`config.mk`:
```
export PLATFORM = sky130hd
export DESIGN_NAME = control_unit
export DESIGN_NICKNAME = d
export VERILOG_FILES = /design/src/rtl/ctrl_pkg.sv /design/src/rtl/ctrl_decode.sv /design/src/rtl/control_unit.sv
export SDC_FILE = /design/constraint.sdc
export NUM_CORES = 1
export LEC_CHECK = 0
export ABC_AREA = 1
export BUFFER_PORTS_ARGS = -buffer_cell sky130_fd_sc_hd__buf_2
export CAP_MARGIN = 30
export CORE_MARGIN = 2
export CORE_UTILIZATION = 52
export CTS_BUF_LIST = sky130_fd_sc_hd__clkbuf_2 sky130_fd_sc_hd__clkbuf_4 sky130_fd_sc_hd__clkbuf_8
export DETAILED_ROUTE_END_ITERATION = 12
export PLACE_DENSITY = 0.81
export SLEW_MARGIN = 10
export SYNTH_ARGS = -nofsm -noshare
export SYNTH_HDL_FRONTEND = slang
export SYNTH_SLANG_ARGS = --single-unit
```
`constraint.sdc`:
```
create_clock -name clk -period 1.8 [get_ports clk]
set_clock_uncertainty 0.05 [all_clocks]
set_input_delay 0.18 -clock clk [delete_from_list [all_inputs] [get_ports clk]]
set_output_delay 0.18 -clock clk [all_outputs]
set_load 0.01 [all_outputs]
```
`src/rtl/ctrl_pkg.sv`:
```
// Shared control encodings for the multicycle MIPS-subset CPU: states, opcodes, ALU ops, mux selects.
// Latency: n/a (types, constants and a pure state->control-word function).
// Backpressure: none.
package ctrl_pkg;

    typedef enum logic [4:0] {
        ST_RESET      = 5'd0,
        ST_FETCH      = 5'd1,
        ST_FETCH_WAIT = 5'd2,
        ST_DECODE     = 5'd3,
        ST_EXEC_R     = 5'd4,
        ST_WB_R       = 5'd5,
        ST_EXEC_I     = 5'd6,
        ST_WB_I       = 5'd7,
        ST_MEM_ADDR   = 5'd8,
        ST_LW_READ    = 5'd9,
        ST_LW_WAIT    = 5'd10,
        ST_LW_WB      = 5'd11,
        ST_SW         = 5'd12,
        ST_BRANCH     = 5'd13,
        ST_JUMP       = 5'd14,
        ST_JAL        = 5'd15,
        ST_JR         = 5'd16,
        ST_EXC_SAVE   = 5'd17,
        ST_EXC_READ   = 5'd18,
        ST_EXC_WAIT   = 5'd19,
        ST_EXC_JUMP   = 5'd20
    } state_t;

    localparam logic [5:0] OP_RTYPE = 6'h00;
    localparam logic [5:0] OP_ADDI  = 6'h08;
    localparam logic [5:0] OP_LW    = 6'h23;
    localparam logic [5:0] OP_SW    = 6'h2B;
    localparam logic [5:0] OP_BEQ   = 6'h04;
    localparam logic [5:0] OP_BNE   = 6'h05;
    localparam logic [5:0] OP_J     = 6'h02;
    localparam logic [5:0] OP_JAL   = 6'h03;

    localparam logic [5:0] FN_ADD   = 6'h20;
    localparam logic [5:0] FN_SUB   = 6'h22;
    localparam logic [5:0] FN_AND   = 6'h24;
    localparam logic [5:0] FN_JR    = 6'h08;

    localparam logic [2:0] ALU_PASS = 3'b000;
    localparam logic [2:0] ALU_ADD  = 3'b001;
    localparam logic [2:0] ALU_SUB  = 3'b010;
    localparam logic [2:0] ALU_AND  = 3'b011;

    localparam logic [1:0] IORD_PC     = 2'd0;
    localparam logic [1:0] IORD_ERR    = 2'd1;
    localparam logic [1:0] IORD_ALUOUT = 2'd2;

    localparam logic [2:0] REGDST_RT = 3'd0;
    localparam logic [2:0] REGDST_RD = 3'd1;
    localparam logic [2:0] REGDST_RA = 3'd2;

    localparam logic [3:0] M2R_ALUOUT = 4'd0;
    localparam logic [3:0] M2R_MDR    = 4'd1;
    localparam logic [3:0] M2R_PC     = 4'd2;

    localparam logic       SRCA_PC = 1'b0;
    localparam logic       SRCA_A  = 1'b1;

    localparam logic [1:0] SRCB_B      = 2'd0;
    localparam logic [1:0] SRCB_FOUR   = 2'd1;
    localparam logic [1:0] SRCB_IMM    = 2'd2;
    localparam logic [1:0] SRCB_IMM_SH = 2'd3;

    localparam logic [2:0] PCSRC_ALU    = 3'd0;
    localparam logic [2:0] PCSRC_ALUOUT = 3'd1;
    localparam logic [2:0] PCSRC_JUMP   = 3'd2;
    localparam logic [2:0] PCSRC_A      = 3'd3;
    localparam logic [2:0] PCSRC_MDR    = 3'd4;

    typedef struct packed {
        logic       pcw;
        logic [1:0] iord;
        logic [1:0] error;
        logic       memwrite;
        logic       irwrite;
        logic       mdrwrite;
        logic [2:0] regdst;
        logic [3:0] memtoreg;
        logic       regwrite;
        logic       rega;
        logic       regb;
        logic       srca;
        logic [1:0] srcb;
        logic [2:0] ulactrl;
        logic       regaluout;
        logic       regepc;
        logic [2:0] pcsource;
    } ctrl_t;

    function automatic ctrl_t ctrl_word(state_t st, logic [2:0] rop, logic [1:0] cause);
        ctrl_t c;
        c = '0;
        case (st)
            ST_FETCH: begin
                c.iord = IORD_PC;   c.srca = SRCA_PC; c.srcb = SRCB_FOUR;
                c.ulactrl = ALU_ADD; c.pcsource = PCSRC_ALU; c.pcw = 1'b1;
            end
            ST_FETCH_WAIT: c.irwrite = 1'b1;
            ST_DECODE: begin
                c.rega = 1'b1; c.regb = 1'b1;
                c.srca = SRCA_PC; c.srcb = SRCB_IMM_SH; c.ulactrl = ALU_ADD; c.regaluout = 1'b1;
            end
            ST_EXEC_R: begin
                c.srca = SRCA_A; c.srcb = SRCB_B; c.ulactrl = rop; c.regaluout = 1'b1;
            end
            ST_WB_R: begin
                c.regdst = REGDST_RD; c.memtoreg = M2R_ALUOUT; c.regwrite = 1'b1;
            end
            ST_EXEC_I, ST_MEM_ADDR: begin
                c.srca = SRCA_A; c.srcb = SRCB_IMM; c.ulactrl = ALU_ADD; c.regaluout = 1'b1;
            end
            ST_WB_I: begin
                c.regdst = REGDST_RT; c.memtoreg = M2R_ALUOUT; c.regwrite = 1'b1;
            end
            ST_LW_READ: c.iord = IORD_ALUOUT;
            ST_LW_WAIT: c.mdrwrite = 1'b1;
            ST_LW_WB: begin
                c.regdst = REGDST_RT; c.memtoreg = M2R_MDR; c.regwrite = 1'b1;
            end
            ST_SW: begin
                c.iord = IORD_ALUOUT; c.memwrite = 1'b1;
            end
            // pcw for a branch is resolved combinationally from ula_zero in the top
            ST_BRANCH: begin
                c.srca = SRCA_A; c.srcb = SRCB_B; c.ulactrl = ALU_SUB; c.pcsource = PCSRC_ALUOUT;
            end
            ST_JUMP: begin
                c.pcsource = PCSRC_JUMP; c.pcw = 1'b1;
            end
            ST_JAL: begin
                c.regdst = REGDST_RA; c.memtoreg = M2R_PC; c.regwrite = 1'b1;
                c.pcsource = PCSRC_JUMP; c.pcw = 1'b1;
            end
            ST_JR: begin
                c.pcsource = PCSRC_A; c.pcw = 1'b1;
            end
            ST_EXC_SAVE: begin
                c.srca = SRCA_PC; c.srcb = SRCB_FOUR; c.ulactrl = ALU_SUB; c.regepc = 1'b1;
            end
            ST_EXC_READ: begin
                c.iord = IORD_ERR; c.error = cause;
            end
            ST_EXC_WAIT: c.mdrwrite = 1'b1;
            ST_EXC_JUMP: begin
                c.pcsource = PCSRC_MDR; c.pcw = 1'b1;
            end
            default: c = '0;
        endcase
        return c;
    endfunction

endpackage

```
`src/rtl/ctrl_decode.sv`:
```
// Opcode/funct decoder: state to enter after DECODE, R-type ALU op, invalid and overflow-check flags.
// Latency: purely combinational.
// Backpressure: none.
module ctrl_decode
    import ctrl_pkg::*;
(
    input  logic [5:0] i_opcode,
    input  logic [5:0] i_funct,
    output state_t     o_dispatch,
    output logic [2:0] o_alu_op,
    output logic       o_invalid,
    output logic       o_ovf_chk
);

    always_comb begin
        o_dispatch = ST_FETCH;
        o_alu_op   = ALU_ADD;
        o_invalid  = 1'b0;
        o_ovf_chk  = 1'b0;
        case (i_opcode)
            OP_RTYPE: begin
                case (i_funct)
                    FN_ADD: begin o_dispatch = ST_EXEC_R; o_alu_op = ALU_ADD; o_ovf_chk = 1'b1; end
                    FN_SUB: begin o_dispatch = ST_EXEC_R; o_alu_op = ALU_SUB; o_ovf_chk = 1'b1; end
                    FN_AND: begin o_dispatch = ST_EXEC_R; o_alu_op = ALU_AND; end
                    FN_JR:  o_dispatch = ST_JR;
                    default: o_invalid = 1'b1;
                endcase
            end
            OP_ADDI: o_dispatch = ST_EXEC_I;
            OP_LW,
            OP_SW:   o_dispatch = ST_MEM_ADDR;
            OP_BEQ,
            OP_BNE:  o_dispatch = ST_BRANCH;
            OP_J:    o_dispatch = ST_JUMP;
            OP_JAL:  o_dispatch = ST_JAL;
            default: o_invalid = 1'b1;
        endcase
    end

endmodule

```
`src/rtl/control_unit.sv`:
```
// Multicycle control FSM; exception states and cause register exist only with CTRL_EXCEPTION_EN.
// Latency: Moore outputs registered alongside the state; branch pcw resolves combinationally.
// Backpressure: none, one instruction in flight, fixed cycle count per instruction class.
module control_unit
    import ctrl_pkg::*;
#(
    parameter logic [1:0] ERR_OPCODE = 2'd0,
    parameter logic [1:0] ERR_OVF    = 2'd1
) (
    input  logic       clk,
    input  logic       rst,
    input  logic [5:0] opcode,
    input  logic [5:0] funct,
    input  logic       ula_overflow,
    input  logic       ula_zero,
    output logic       crtl_pcw,
    output logic [1:0] crtl_iord,
    output logic [1:0] crtl_error,
    output logic       crtl_memwrite,
    output logic       crtl_irwrite,
    output logic       crtl_memDataRegWrite,
    output logic [2:0] crtl_regdst,
    output logic [3:0] crtl_memtoreg,
    output logic       crtl_regwrite,
    output logic       crtl_rega,
    output logic       crtl_regb,
    output logic       crtl_ulasrca,
    output logic [1:0] crtl_ulasrcb,
    output logic [2:0] crtl_ulactrl,
    output logic       crtl_regaluout,
    output logic       crtl_regepc,
    output logic [2:0] crtl_pcsource,
    output logic [4:0] dbg_state
);

    state_t     r_state;
    state_t     w_next;
    ctrl_t      r_ctrl;
    state_t     w_dispatch;
    logic [2:0] w_alu_op;
    logic       w_invalid;
    logic       w_ovf_chk;
    logic [1:0] w_cause;
    logic       w_br_take;

    ctrl_decode u_decode (
        .i_opcode   (opcode),
        .i_funct    (funct),
        .o_dispatch (w_dispatch),
        .o_alu_op   (w_alu_op),
        .o_invalid  (w_invalid),
        .o_ovf_chk  (w_ovf_chk)
    );

`ifdef CTRL_EXCEPTION_EN
    logic [1:0] r_cause;
    assign w_cause = r_cause;
`else
    logic w_unused;
    assign w_cause  = 2'b00;
    assign w_unused = ula_overflow ^ w_ovf_chk ^ (^r_ctrl.error) ^ r_ctrl.regepc;
`endif

    always_comb begin
        w_next = ST_FETCH;
        case (r_state)
            ST_FETCH:      w_next = ST_FETCH_WAIT;
            ST_FETCH_WAIT: w_next = ST_DECODE;
            ST_DECODE: begin
                if (!w_invalid)
                    w_next = w_dispatch;
`ifdef CTRL_EXCEPTION_EN
                else
                    w_next = ST_EXC_SAVE;
`endif
            end
`ifdef CTRL_EXCEPTION_EN
            ST_EXEC_R:     w_next = (w_ovf_chk && ula_overflow) ? ST_EXC_SAVE : ST_WB_R;
            ST_EXEC_I:     w_next = ula_overflow ? ST_EXC_SAVE : ST_WB_I;
            ST_EXC_SAVE:   w_next = ST_EXC_READ;
            ST_EXC_READ:   w_next = ST_EXC_WAIT;
            ST_EXC_WAIT:   w_next = ST_EXC_JUMP;
`else
            ST_EXEC_R:     w_next = ST_WB_R;
            ST_EXEC_I:     w_next = ST_WB_I;
`endif
            ST_MEM_ADDR:   w_next = (opcode == OP_LW) ? ST_LW_READ : ST_SW;
            ST_LW_READ:    w_next = ST_LW_WAIT;
            ST_LW_WAIT:    w_next = ST_LW_WB;
            default:       w_next = ST_FETCH;
        endcase
    end

    // Outputs for the state being entered are registered on the same edge as the state.
    always_ff @(posedge clk or negedge rst) begin
        if (!rst) begin
            r_state <= ST_RESET;
            r_ctrl  <= '0;
`ifdef CTRL_EXCEPTION_EN
            r_cause <= 2'b00;
`endif
        end else begin
            r_state <= w_next;
            r_ctrl  <= ctrl_word(w_next, w_alu_op, w_cause);
`ifdef CTRL_EXCEPTION_EN
            if (w_next == ST_EXC_SAVE)
                r_cause <= (r_state == ST_DECODE) ? ERR_OPCODE : ERR_OVF;
`endif
        end
    end

    assign w_br_take = (r_state == ST_BRANCH) && ((opcode == OP_BNE) ? !ula_zero : ula_zero);

    assign crtl_pcw             = r_ctrl.pcw | w_br_take;
    assign crtl_iord            = r_ctrl.iord;
    assign crtl_memwrite        = r_ctrl.memwrite;
    assign crtl_irwrite         = r_ctrl.irwrite;
    assign crtl_memDataRegWrite = r_ctrl.mdrwrite;
    assign crtl_regdst          = r_ctrl.regdst;
    assign crtl_memtoreg        = r_ctrl.memtoreg;
    assign crtl_regwrite        = r_ctrl.regwrite;
    assign crtl_rega            = r_ctrl.rega;
    assign crtl_regb            = r_ctrl.regb;
    assign crtl_ulasrca         = r_ctrl.srca;
    assign crtl_ulasrcb         = r_ctrl.srcb;
    assign crtl_ulactrl         = r_ctrl.ulactrl;
    assign crtl_regaluout       = r_ctrl.regaluout;
    assign crtl_pcsource        = r_ctrl.pcsource;
    assign dbg_state            = r_state;
`ifdef CTRL_EXCEPTION_EN
    assign crtl_error           = r_ctrl.error;
    assign crtl_regepc          = r_ctrl.regepc;
`else
    assign crtl_error           = 2'b00;
    assign crtl_regepc          = 1'b0;
`endif

endmodule

```
Word-level counts from Yosys, hierarchy flattened:

Cells that the tools add are included.

* input bits: 16
* bits in registers: 31
* output and inout port bits: 34

* equality and inequality tests: 40
* multiplexer cells: 20
* reductions and logical operators: 14
* bitwise operators: 1

Operators by type and width (number)
* equality test 5 x 4 -> 1 bit (second input constant): 12
* case mux 5 bit (8 select lines): 1
* case mux 6 bit (6 select lines): 1
* equality test 5 x 3 -> 1 bit (second input constant): 6
* equality test 6 bit (second input constant): 5
* case mux 5 bit (6 select lines): 1
* case mux 7 bit (4 select lines): 1
* equality test 5 bit (second input constant): 5
* equality test 5 x 2 -> 1 bit (second input constant): 4
* equality test 6 x 2 -> 1 bit (second input constant): 2
* equality test 6 x 3 -> 1 bit (second input constant): 2
* equality test 6 x 4 -> 1 bit (second input constant): 2
* case mux 3 bit (4 select lines): 1
* OR reduction 2 bit: 6
* equality test 5 x 1 -> 1 bit (second input constant): 2
* case mux 5 bit (2 select lines): 1
* case mux 2 bit (2 select lines): 2
* OR reduction 4 bit: 2
* two-way mux 1 bit: 7
* OR reduction 7 bit: 1
* logical NOT 6 bit: 1
* two-way mux 3 bit: 2
* two-way mux 5 bit: 1
* OR reduction 5 bit: 1
* 6 further kinds: 6

Depth between registers and ports, before layout:

Gate-level depths: netlist of run 1.

* word-level depth: 9
* gate-level depth with buffers: 13

By module:

Synthesis of run 1 repeated with hierarchy kept, for this count alone.

* cells, all modules: 214
* area, all modules: 1679.1 um2

By module, submodules not included
* control_unit: times used 1, sequential area each 650.6 um2, cells each 164, area an instance 1402.6 um2
* ctrl_decode: times used 1, sequential area each 0.0 um2, cells each 50, area an instance 276.5 um2

Worst setup path after synthesis of run 1:

OpenSTA, ideal clock, no wires.

* kind: register to register
* from: reg r_state[3] (netlist: dbg_state[3])
* to: reg r_ctrl, in the netlist crtl_ulactrl[0]
* path buffers: 0
* slack: 0.250 ns
* data arrival time: 1.376 ns
* stages on the path, launching flop included: 13
* clock period less this slack: 1.550 ns
* cells stage by stage: dfrtp_1 > inv_2 > nand2_1 > nor2_1 > nand2_1 > nand3_1 > nand2_1 > nor2_4 > nand2_2 > nand3_2 > nand2_1 > inv_1 > nand3_2

* cells in the longest elaborated chain, start to end: 5

RTL lines
* from (decl): line control_unit.sv:36 `state_t r_state;`
* from (signal assigned): line control_unit.sv:103 `r_state <= w_next;`
* equality test 5 x 4 -> 1 bit, or another cell as far along: line control_unit.sv:66 `case (r_state)`
* case mux 5 bit (8 select lines) *: line control_unit.sv:66
* net w_next[0]: line control_unit.sv:37 `state_t w_next;`
* equality test 5 x 3 -> 1 bit / equality test 5 x 4 -> 1 bit (equally long branches): line ctrl_pkg.sv:98 `case (st)`
* OR reduction 2 bit
* case mux 6 bit (6 select lines) *: line ctrl_pkg.sv:98
* to (signal assigned): line control_unit.sv:104 `r_ctrl <= ctrl_word(w_next, w_alu_op, w_cause);`
* to (decl): line control_unit.sv:38 `ctrl_t r_ctrl;`

Mark *: on every way through the listed nets, which the timed path passes. The rest lies on a longest branch.

Worst setup path after layout of run 1:

* from: reg r_state[3] (netlist: dbg_state[3])
* to: reg r_ctrl, in the netlist crtl_ulasrca

Same word-level chain as after synthesis.

==> results_dict.tcl, run 1 <==
set metrics [dict create \
    outcome "finished with violations" \
    violations "DRC" \
    drive_above_1_share_pct 39.9 \
    yosys_warnings 0 \
    min-delay-start "funct[5]" \
    diodes 0 \
    yosys.area_share.adder_pct 0 \
    post-route-min-period_ns 1.70 \
    finalPower_w 0.00223 \
    grt_max_degree 26 \
    cts_tree "yes" \
    synth-compound-area-share_pct 1.52 \
    h-tree-depth 1 \
    clockBufferDepth 2 \
    synth_xor_area_share_pct 0.560 \
    netlist_instances 199 \
    die-width_um 58.8 \
    area_delta_synth_final_pct 12.7 \
    place_congestion 0.834 \
    numCtsBuffers 3 \
    required_ns 2.01 \
    cts.sinks 25 \
    cap_violations 0 \
    postLayoutCellArea_um2 1760 \
    numPortBuffers 41 \
    ir_worst_vdd_mv 0.419 \
    slew-limit-headroom_pct 66.3 \
    worst-path-max-fanout 6 \
    drt_iter0_drc 37 \
    coreArea_um2 2810 \
    rr_worst_depth 11 \
    overflow 0 \
    leakagePower_nw 1.04 \
    ioPinCount 50 \
    cts-root-buf "clkbuf_4" \
    seq_area_frac_synth_pct 40.0 \
    antenna_found_initial 0 \
    hold_slack_ns 0.171 \
    grt_usage_pct 17.1 \
    rows 19 \
    firstDrtPassIters 8 \
    syn_area_per_cell_um2 7.86 \
    multi_input_area_um2 703 \
    drc 5 \
    initial_core_util_pct 55.8 \
    fin_crit_sh_pct 94.7 \
    ff2ff_setup_slack_ns 0.1 \
    endpoint "crtl_ulasrca" \
    grt_pass1_wl_um 4490 \
    yosysUniqueCellTypes 24 \
    nets 250 \
    synthesis.area_um2 1560 \
    fp.dieArea_um2 3460 \
    clk_pin_slew_worst_paths_ns 0.13 \
    path_class "register to register" \
    rr_startpoint "dbg_state[3]" \
    hold_class "input pin to register" \
    placed_cell_area_um2 1680 \
    fmax_ghz 0.587 \
    yosys.area_share.simple_pct 39.0 \
    worstMarginPinSlew_ns 0.505 \
    dp_hpwl_um 2150 \
    vias 1276 \
    synth_top_family_by_area "simple AND/OR/NAND/NOR gates" \
    p_per_area_nw_per_um2 1260 \
    postRouteAntennaNets 0 \
    muxShareOfSynthArea_pct 0 \
    die_height_um 58.8 \
    routed_wl_um 2700 \
    ys_ff_latch 25 \
    reg2reg_to "crtl_ulasrca" \
    arrival_ns 1.92 \
    fill_cells 274 \
    start_kind "register" \
    setup_tns_ns 0 \
    grt_setup_unrepaired "true" \
    crit_start "dbg_state[3]" \
    finalHoldViolations 0 \
    insertion_delay_ns 0.32 \
    wl_per_cell_um 10.2 \
    register_area_um2 631 \
    slew_violations 0 \
    end_kind "register" \
    avgViaCountPerCell 4.83 \
    grt_pass1_vias 1096 \
    finalSetupViolations 0 \
]
## kinds of logic after synthesis
group | Yosys count
buffers and inverters | 57
other | 1
DFF | 25
xor gates and xnor gates | 1
AOI/OAI and AO/OA | 4
and+or+nand+nor | 111
## report_power, final
| group | internal (W) | total, W | switching (W) |
|---|---|---|---|
| clock | 0.0000849 | 0.000250 | 0.000165 |
| sequential | 0.000702 | 0.000790 | 0.0000881 |
| combinational | 0.000429 | 0.00119 | 0.000761 |
| total | 0.00122 | 0.00223 | 0.00101 |
## cell usage after synthesis
master,number,area (um^2)
nand2_2,5,31.3
nor3_1,2,10.0
nand2_4,1,11.3
or2_2,1,6.26
buf_4,21,158
inv_2,7,26.3
nor2_1,22,82.6
inv_1,28,105
a31o_2,1,8.76
nor2_4,5,56.3
o21ai_0,2,10.0
conb_1,1,3.75
o21ai_1,1,5.00
clkinv_1,1,3.75
nand2_1,31,116
nor4_1,1,6.26
xnor2_1,1,8.76
dfrtp_1,25,626
nor2_2,7,43.8
nor3_4,1,16.3
nand3_2,9,90.1
nand4_1,3,18.8
nand3_1,22,110
nor3_2,1,10.0
## per-stage QoR
stage	cells	setup WS (ns)	util, %
2_1_floorplan	207	0.250	-
4_1_cts	263	0.0839	61.3
3_3_place_gp	258	0.140	59.9
3_5_place_dp	258	0.128	59.9
6_report	264	0.0953	62.8
5_1_grt	264	-0.0187	62.8
## flip-flops by register name (all words and copies together), names as in the netlist
name,flops
crtl_iord,2
crtl_irwrite,1
crtl_memDataRegWrite,1
crtl_memtoreg,2
crtl_memwrite,1
crtl_pcsource,3
crtl_rega,1
crtl_regaluout,1
crtl_regdst,1
crtl_regwrite,1
crtl_ulactrl,2
crtl_ulasrca,1
crtl_ulasrcb,2
dbg_state,5
r_ctrl,1
## worst max-delay path, stage by stage (launching register included)
cell and delay, ns:
dfrtp_1 0.44, inv_2 0.11, nand2_4 0.08, nor3_4 0.30, nand2_1 0.12, nand2_2 0.10
nor2_4 0.05, inv_2 0.08, nand3_2 0.09, nor2_4 0.11, nor2_4 0.06, nand3_1 0.06
## layer usage
layer	global-route usage, %	wire (um)
met1	21.3	1180
met2	29.7	1320
met3	1.98	149
met4	7.79	51
met5	0	0
## cell usage in the layout, fill, tap and decap left out, types with 2 or more instances in the layout
| cell type | count |
|---|---|
| nand3_2 | 9 |
| nor2_2 | 7 |
| nand2_1 | 28 |
| o21ai_0 | 2 |
| nand2_4 | 2 |
| conb_1 | 9 |
| nor2_1 | 20 |
| nand2_2 | 7 |
| inv_2 | 6 |
| clkbuf_4 | 3 |
| inv_1 | 28 |
| nor2_4 | 7 |
| buf_2 | 41 |
| nor3_1 | 2 |
| nand3_1 | 22 |
| dfrtp_1 | 21 |
| dfrtp_2 | 4 |
| nand4_1 | 3 |
## worst min-delay path by stage
stage	end	slack [ns]	cells after the start
2_1_floorplan	crtl_iord[0]	-0.17	0
3_3_place_gp	crtl_memtoreg[0]	0.13	1
3_5_place_dp	crtl_memtoreg[0]	0.13	1
4_1_cts	dbg_state[4]	0.17	6
5_1_grt	crtl_ulactrl[1]	0.20	5
6_report	dbg_state[4]	0.17	6
## final cells by class
cell class / instances / share of cell area, %
multi-input combinational: 125 / 39.9
sequential: 25 / 35.8
timing repair buffer: 43 / 12.6
inverter: 36 / 7.81
tap: 31 / 2.20
clock buffer: 3 / 1.28
clock inverter: 1 / 0.426
## timing repair
action	in CTS	in global routing
endpoints found under the hold margin	25	0
setup endpoints to repair	0	8
gates resized for setup	0	13
hold buffers	1	0
buffers inserted	0	1
Note: power is estimated with default switching activity, not from simulation.
==> run 2: changes to the inputs <==
--- a/config.mk
+++ b/config.mk
@@ -5,14 +5,13 @@
 export SDC_FILE = /design/constraint.sdc
 export NUM_CORES = 1
 export LEC_CHECK = 0
-export ABC_AREA = 1
 export BUFFER_PORTS_ARGS = -buffer_cell sky130_fd_sc_hd__buf_2
 export CAP_MARGIN = 30
 export CORE_MARGIN = 2
 export CORE_UTILIZATION = 52
-export CTS_BUF_LIST = sky130_fd_sc_hd__clkbuf_2 sky130_fd_sc_hd__clkbuf_4 sky130_fd_sc_hd__clkbuf_8
+export CTS_BUF_LIST = sky130_fd_sc_hd__clkbuf_2
 export DETAILED_ROUTE_END_ITERATION = 12
-export PLACE_DENSITY = 0.81
+export PLACE_DENSITY = 0.82
 export SLEW_MARGIN = 10
 export SYNTH_ARGS = -nofsm -noshare
 export SYNTH_HDL_FRONTEND = slang
==> results_dict.tcl, run 2 <==
set metrics [dict create \
    h-tree-depth 1 \
    synthFlopType "dfrtp_1" \
    rows 19 \
    cp_top_family "simple AND/OR/NAND/NOR gates" \
    post-route-min-period_ns 2.10 \
    fp.dieArea_um2 3270 \
    cts_tree "yes" \
    arrival_ns 2.34 \
    required_ns 2.04 \
    insertion_delay_ns 0.35 \
    yosysUniqueCellTypes 50 \
    slew_violations 0 \
    yosysTopAreaCell "dfrtp_1" \
    syn_area_per_cell_um2 9.56 \
    dp_slack_ns -0.321 \
    dp_hpwl_um 2690 \
    worst-path-max-fanout 4 \
    yosysMostFrequentCell "dfrtp_1" \
    coreArea_um2 2730 \
    die_height_um 57.2 \
    cpMaxStageDelayCell "or4_4" \
    nets 238 \
    synth_edf_count 0 \
    yosys_warnings 0 \
    end_kind "register" \
    wl_per_cell_um 13.8 \
    cts-root-buf "clkbuf_2" \
    drive_above_1_share_pct 48.9 \
    postRouteAntennaNets 0 \
    fin_crit_sh_pct 117 \
    overflow 0 \
    hold_class "input pin to asynchronous set/reset pin" \
    yosys.area.top_type_share_pct 42.5 \
    final_common_cell "buf_2" \
    grt_max_degree 26 \
    cts.sinks 25 \
    diodes 0 \
    numPortBuffers 41 \
    routed_wl_um 3490 \
    leakagePower_nw 1.02 \
    vias 1389 \
    ioPinCount 50 \
    finalPower_w 0.00245 \
    setup_slack_ns -0.300 \
    die-width_um 57.2 \
    area_delta_synth_final_pct 34.2 \
    largest_reg_flops 5 \
    yosys.area_share.adder_pct 0 \
    yosys.area_share.simple_pct 24.6 \
    finalSetupViolations 13 \
    ir_worst_vdd_mv 0.926 \
    synth_top_family_by_area "simple AND/OR/NAND/NOR gates" \
    path_class "register to register" \
    violations "setup timing" \
    numCtsBuffers 3 \
    clk_pin_slew_worst_paths_ns 0.23 \
    synthesis.area_um2 1470 \
    grt_setup_unrepaired "true" \
    antenna_found_initial 0 \
    finalHoldViolations 0 \
    drt_iter0_drc 59 \
    drc 0 \
    muxShareOfSynthArea_pct 0 \
    ys_ff_latch 25 \
    cap_violations 0 \
    place_congestion 0.956 \
    synth-compound-area-share_pct 17.5 \
    firstDrtPassIters 7 \
    synth_xor_area_share_pct 1.78 \
    slew-limit-headroom_pct 64.5 \
    netlist_instances 154 \
    fmax_ghz 0.476 \
    postLayoutCellArea_um2 1980 \
    start_kind "register" \
    path_cells "or3b_4, or4_4, a31oi_4, and3_4, o21ai_2, nor3_2" \
    synthTopCellsByArea "dfrtp_1 (42%), buf_4 (11%), nand2_1 (3.1%), nor2_1 (2.5%), nor4b_1 (1.8%)" \
    p_per_area_nw_per_um2 1240 \
    ys_top_cells_by_count "dfrtp_1 (25), buf_4 (22), nand2_1 (12)" \
    cp_slowest_stage_delay_ns 0.46 \
    initial_core_util_pct 53.9 \
    outcome "finished with violations" \
    grt_usage_pct 22.2 \
    clockBufferDepth 2 \
    grt_pass1_vias 1322 \
    final_core_util_pct 72.3 \
    synthArstFlopShare_pct 100 \
    grt_pass1_wl_um 5730 \
    path_buf_inv 0 \
    placed_cell_area_um2 1870 \
    avgViaCountPerCell 5.51 \
    final_cell_mix "buf_2 (41), buf_4 (36), dfrtp_1 (25)" \
    seq_area_frac_synth_pct 42.5 \
    worstMarginPinSlew_ns 0.532 \
]
-- run 2: cell types whose count changed in the layout (fill, tap and decap cells not counted), sizes merged, moves of 3 or more --
| cell | delta |
|---|---|
| a21oi | +4 |
| buf | +37 |
| inv | -30 |
| nand2 | -25 |
| nand2b | +3 |
| nand3 | -26 |
| nor2 | -24 |
| nor2b | +4 |
| nor4 | +3 |
| nor4b | +3 |
| o211ai | +3 |
-- run 2: path summary, 6_finish.rpt --
check | start | to | slack [ns] | depth (start not counted)
hold / removal | rst | dbg_state[0] | 0.26 | 2
hold reg to reg | dbg_state[1] | crtl_irwrite | 0.57 | 2
setup / recovery | dbg_state[2] | crtl_memtoreg[1] | -0.30 | 6
min in group clk | funct[4] | crtl_ulactrl[0] | 0.28 | 5
max in group asynchronous | rst | crtl_regwrite | 1.10 | 2
setup reg to reg | dbg_state[2] | crtl_memtoreg[1] | -0.30 | 6
-- run 2: per-stage QoR --
step / setup TNS [ns] / instances / hold WS, ns
6_report: -3.15 / 252 / 0.258
5_1_grt: -4.00 / 252 / 0.291
4_1_cts: -2.74 / 251 / 0.261
3_5_place_dp: -2.85 / 246 / 0.132
3_3_place_gp: -2.78 / 246 / 0.126
2_1_floorplan: -3.02 / 162 / -0.166
-- run 2: cell families (layout without fill, tap and decap cells) --
family	after synthesis	after routing
xor+xnor	3	3
buf+inv	30	89
simple gates	64	64
compound gates	31	31
flops	25	25
other cells	1	9
-- run 2: repair_timing --
action / in CTS / in global routing
hold buffers: 1 / 0
hold endpoints to repair: 25 / 0
pin swaps: 2 / 1
setup endpoints to repair: 13 / 15
buffers inserted: 0 / 1
gates resized for setup: 3 / 13
-- run 2: routing by layer --
metal  GRT usage [%]  up-vias  routed length (um)
li1                -      662                   -
met1            28.1      656                1470
met2            38.9       64                1770
met3            2.95        7                 202
met4            7.64        0                  52
met5               0        -                   0
-- run 2: cell type report --
| cell class | count | area [um^2] |
|---|---|---|
| Tap cell | 31 | 38.8 |
| Inverter | 5 | 21.3 |
| Timing Repair Buffer | 80 | 517 |
| Fill cell | 214 | 757 |
| Multi-Input combinational cell | 107 | 752 |
| Clock inverter | 1 | 7.51 |
| Sequential cell | 25 | 626 |
| Clock buffer | 3 | 15.0 |
-- run 2: power by group --
| part | total, W | switching (W) | internal [W] |
|---|---|---|---|
| combinational | 0.00149 | 0.000815 | 0.000676 |
| sequential | 0.000746 | 0.0000516 | 0.000694 |
| clock | 0.000218 | 0.000166 | 0.0000516 |
| total | 0.00245 | 0.00103 | 0.00142 |
==> run 3: changes to the inputs <==
--- a/config.mk
+++ b/config.mk
@@ -12,6 +12,7 @@
 export CTS_BUF_LIST = sky130_fd_sc_hd__clkbuf_2
 export DETAILED_ROUTE_END_ITERATION = 12
 export PLACE_DENSITY = 0.82
+export SKIP_LAST_GASP = 1
 export SLEW_MARGIN = 10
 export SYNTH_ARGS = -nofsm -noshare
 export SYNTH_HDL_FRONTEND = slang
==> results_dict.tcl, run 3 (same netlist as run 2, synthesis figures left out) <==
set metrics [dict create \
    outcome "finished with violations" \
    violations "setup timing" \
    cts_tree "yes" \
    largest_reg_flops 5 \
    h-tree-depth 1 \
    numPortBuffers 41 \
    worst-path-max-fanout 4 \
    hold_class "input pin to asynchronous set/reset pin" \
    rows 19 \
    arrival_ns 2.35 \
    finalHoldViolations 0 \
    fmax_ghz 0.473 \
    cpMaxStageDelayCell "or4_4" \
    path_class "register to register" \
    clockBufferDepth 2 \
    cp_slowest_stage_delay_ns 0.46 \
    die-width_um 57.2 \
    slew_violations 0 \
    cts-root-buf "clkbuf_2" \
    fill_cells 217 \
    path_buf_inv 0 \
    leakagePower_nw 1.01 \
    drive_above_1_share_pct 48.9 \
    finalSetupViolations 13 \
    firstDrtPassIters 4 \
    place_congestion 0.956 \
    final_common_cell "buf_2" \
    overflow 0 \
    insertion_delay_ns 0.34 \
    dp_hpwl_um 2690 \
    initial_core_util_pct 53.9 \
    area_delta_synth_final_pct 33.8 \
    grt_pass1_vias 1322 \
    ff2ff_setup_slack_ns -0.31 \
    drc 0 \
    grt_setup_unrepaired "true" \
    diodes 0 \
    path_cells "or3b_4, or4_4, a31oi_4, and3_4, o21ai_2, nor3_2" \
    nets 238 \
    start_kind "register" \
    hold_slack_ns 0.259 \
    worstMarginPinSlew_ns 0.531 \
    ioPinCount 50 \
    clk_pin_slew_worst_paths_ns 0.23 \
    final_cell_mix "buf_2 (41), buf_4 (37), dfrtp_1 (25)" \
    avgViaCountPerCell 5.50 \
    required_ns 2.04 \
    slew-limit-headroom_pct 64.6 \
    antenna_found_initial 0 \
    grt_pass1_wl_um 5730 \
    postRouteAntennaNets 0 \
    end_kind "register" \
    cp_top_family "simple AND/OR/NAND/NOR gates" \
    grt_usage_pct 22.2 \
    vias 1387 \
    setup_slack_ns -0.312 \
    die_height_um 57.2 \
    cap_violations 0 \
    post-route-min-period_ns 2.11 \
    dp_slack_ns -0.321 \
    cts.sinks 25 \
    ir_worst_vdd_mv 0.926 \
    drt_iter0_drc 53 \
    coreArea_um2 2730 \
    p_per_area_nw_per_um2 1230 \
    wl_per_cell_um 13.8 \
    numCtsBuffers 3 \
    grt_max_degree 26 \
    fp.dieArea_um2 3270 \
    fin_crit_sh_pct 117 \
    routed_wl_um 3490 \
]
[run 3: cell types whose count changed in the layout (fill, tap and decap cells not counted)]
cell	previous run	this run
buf_6	1	0
buf_4	36	37
inv_2	2	3
inv_4	1	0
[run 3: stage by stage]
stage | total power, W | utilization [%] | setup TNS [ns] | area [um^2] | std cells
2_1_floorplan | 0.00160 | - | -3.02 | 1520 | 162
4_1_cts | 0.00234 | 70.0 | -2.74 | 1910 | 251
6_report | 0.00243 | 72.1 | -3.30 | 1970 | 252
3_3_place_gp | 0.00209 | 68.5 | -2.78 | 1870 | 246
3_5_place_dp | 0.00210 | 68.5 | -2.85 | 1870 | 246
5_1_grt | 0.00260 | 72.1 | -4.07 | 1970 | 252
[run 3: metal layers]
metal	global-route usage [%]	vias up	routed length (um)
li1	-	664	-
met1	28.1	658	1520
met2	38.9	55	1720
met3	2.95	10	163
met4	7.64	0	78
met5	0	-	0
[run 3: final timing paths]
check	from	end	depth (start not counted)
worst min register to register	dbg_state[1]	crtl_irwrite	2
worst max register to register	dbg_state[2]	crtl_memtoreg[1]	6
min in group clk	funct[4]	crtl_ulactrl[0]	5
worst min-delay path	rst	dbg_state[1]	2
max in group asynchronous	rst	crtl_pcsource[0]	2
worst max-delay path	dbg_state[2]	crtl_memtoreg[1]	6
[run 3: area by class of cell]
class | instances | area (um^2) | share of cell area (%)
flip-flops and latches | 25 | 626 | 31.7
clock inverters | 1 | 7.51 | 0.381
clock buffers | 3 | 15.0 | 0.762
well taps | 31 | 38.8 | 1.97
repair buffers | 80 | 513 | 26.0
multi-input cells | 107 | 752 | 38.2
inverters | 5 | 18.8 | 0.952
[run 3: timing repair]
item / in CTS / in global routing
endpoints found under the hold margin: 25 / 0
buffers inserted: 0 / 1
endpoints found under the setup margin: 13 / 15
pin swaps: 2 / 1
hold buffers: 1 / 0
resized for setup: 3 / 11
[run 3: power breakdown]
| group | total (W) | internal [W] | switching [W] |
|---|---|---|---|
| combinational | 0.00146 | 0.000661 | 0.000803 |
| sequential | 0.000747 | 0.000694 | 0.0000523 |
| clock | 0.000219 | 0.0000516 | 0.000167 |
| total | 0.00243 | 0.00141 | 0.00102 |
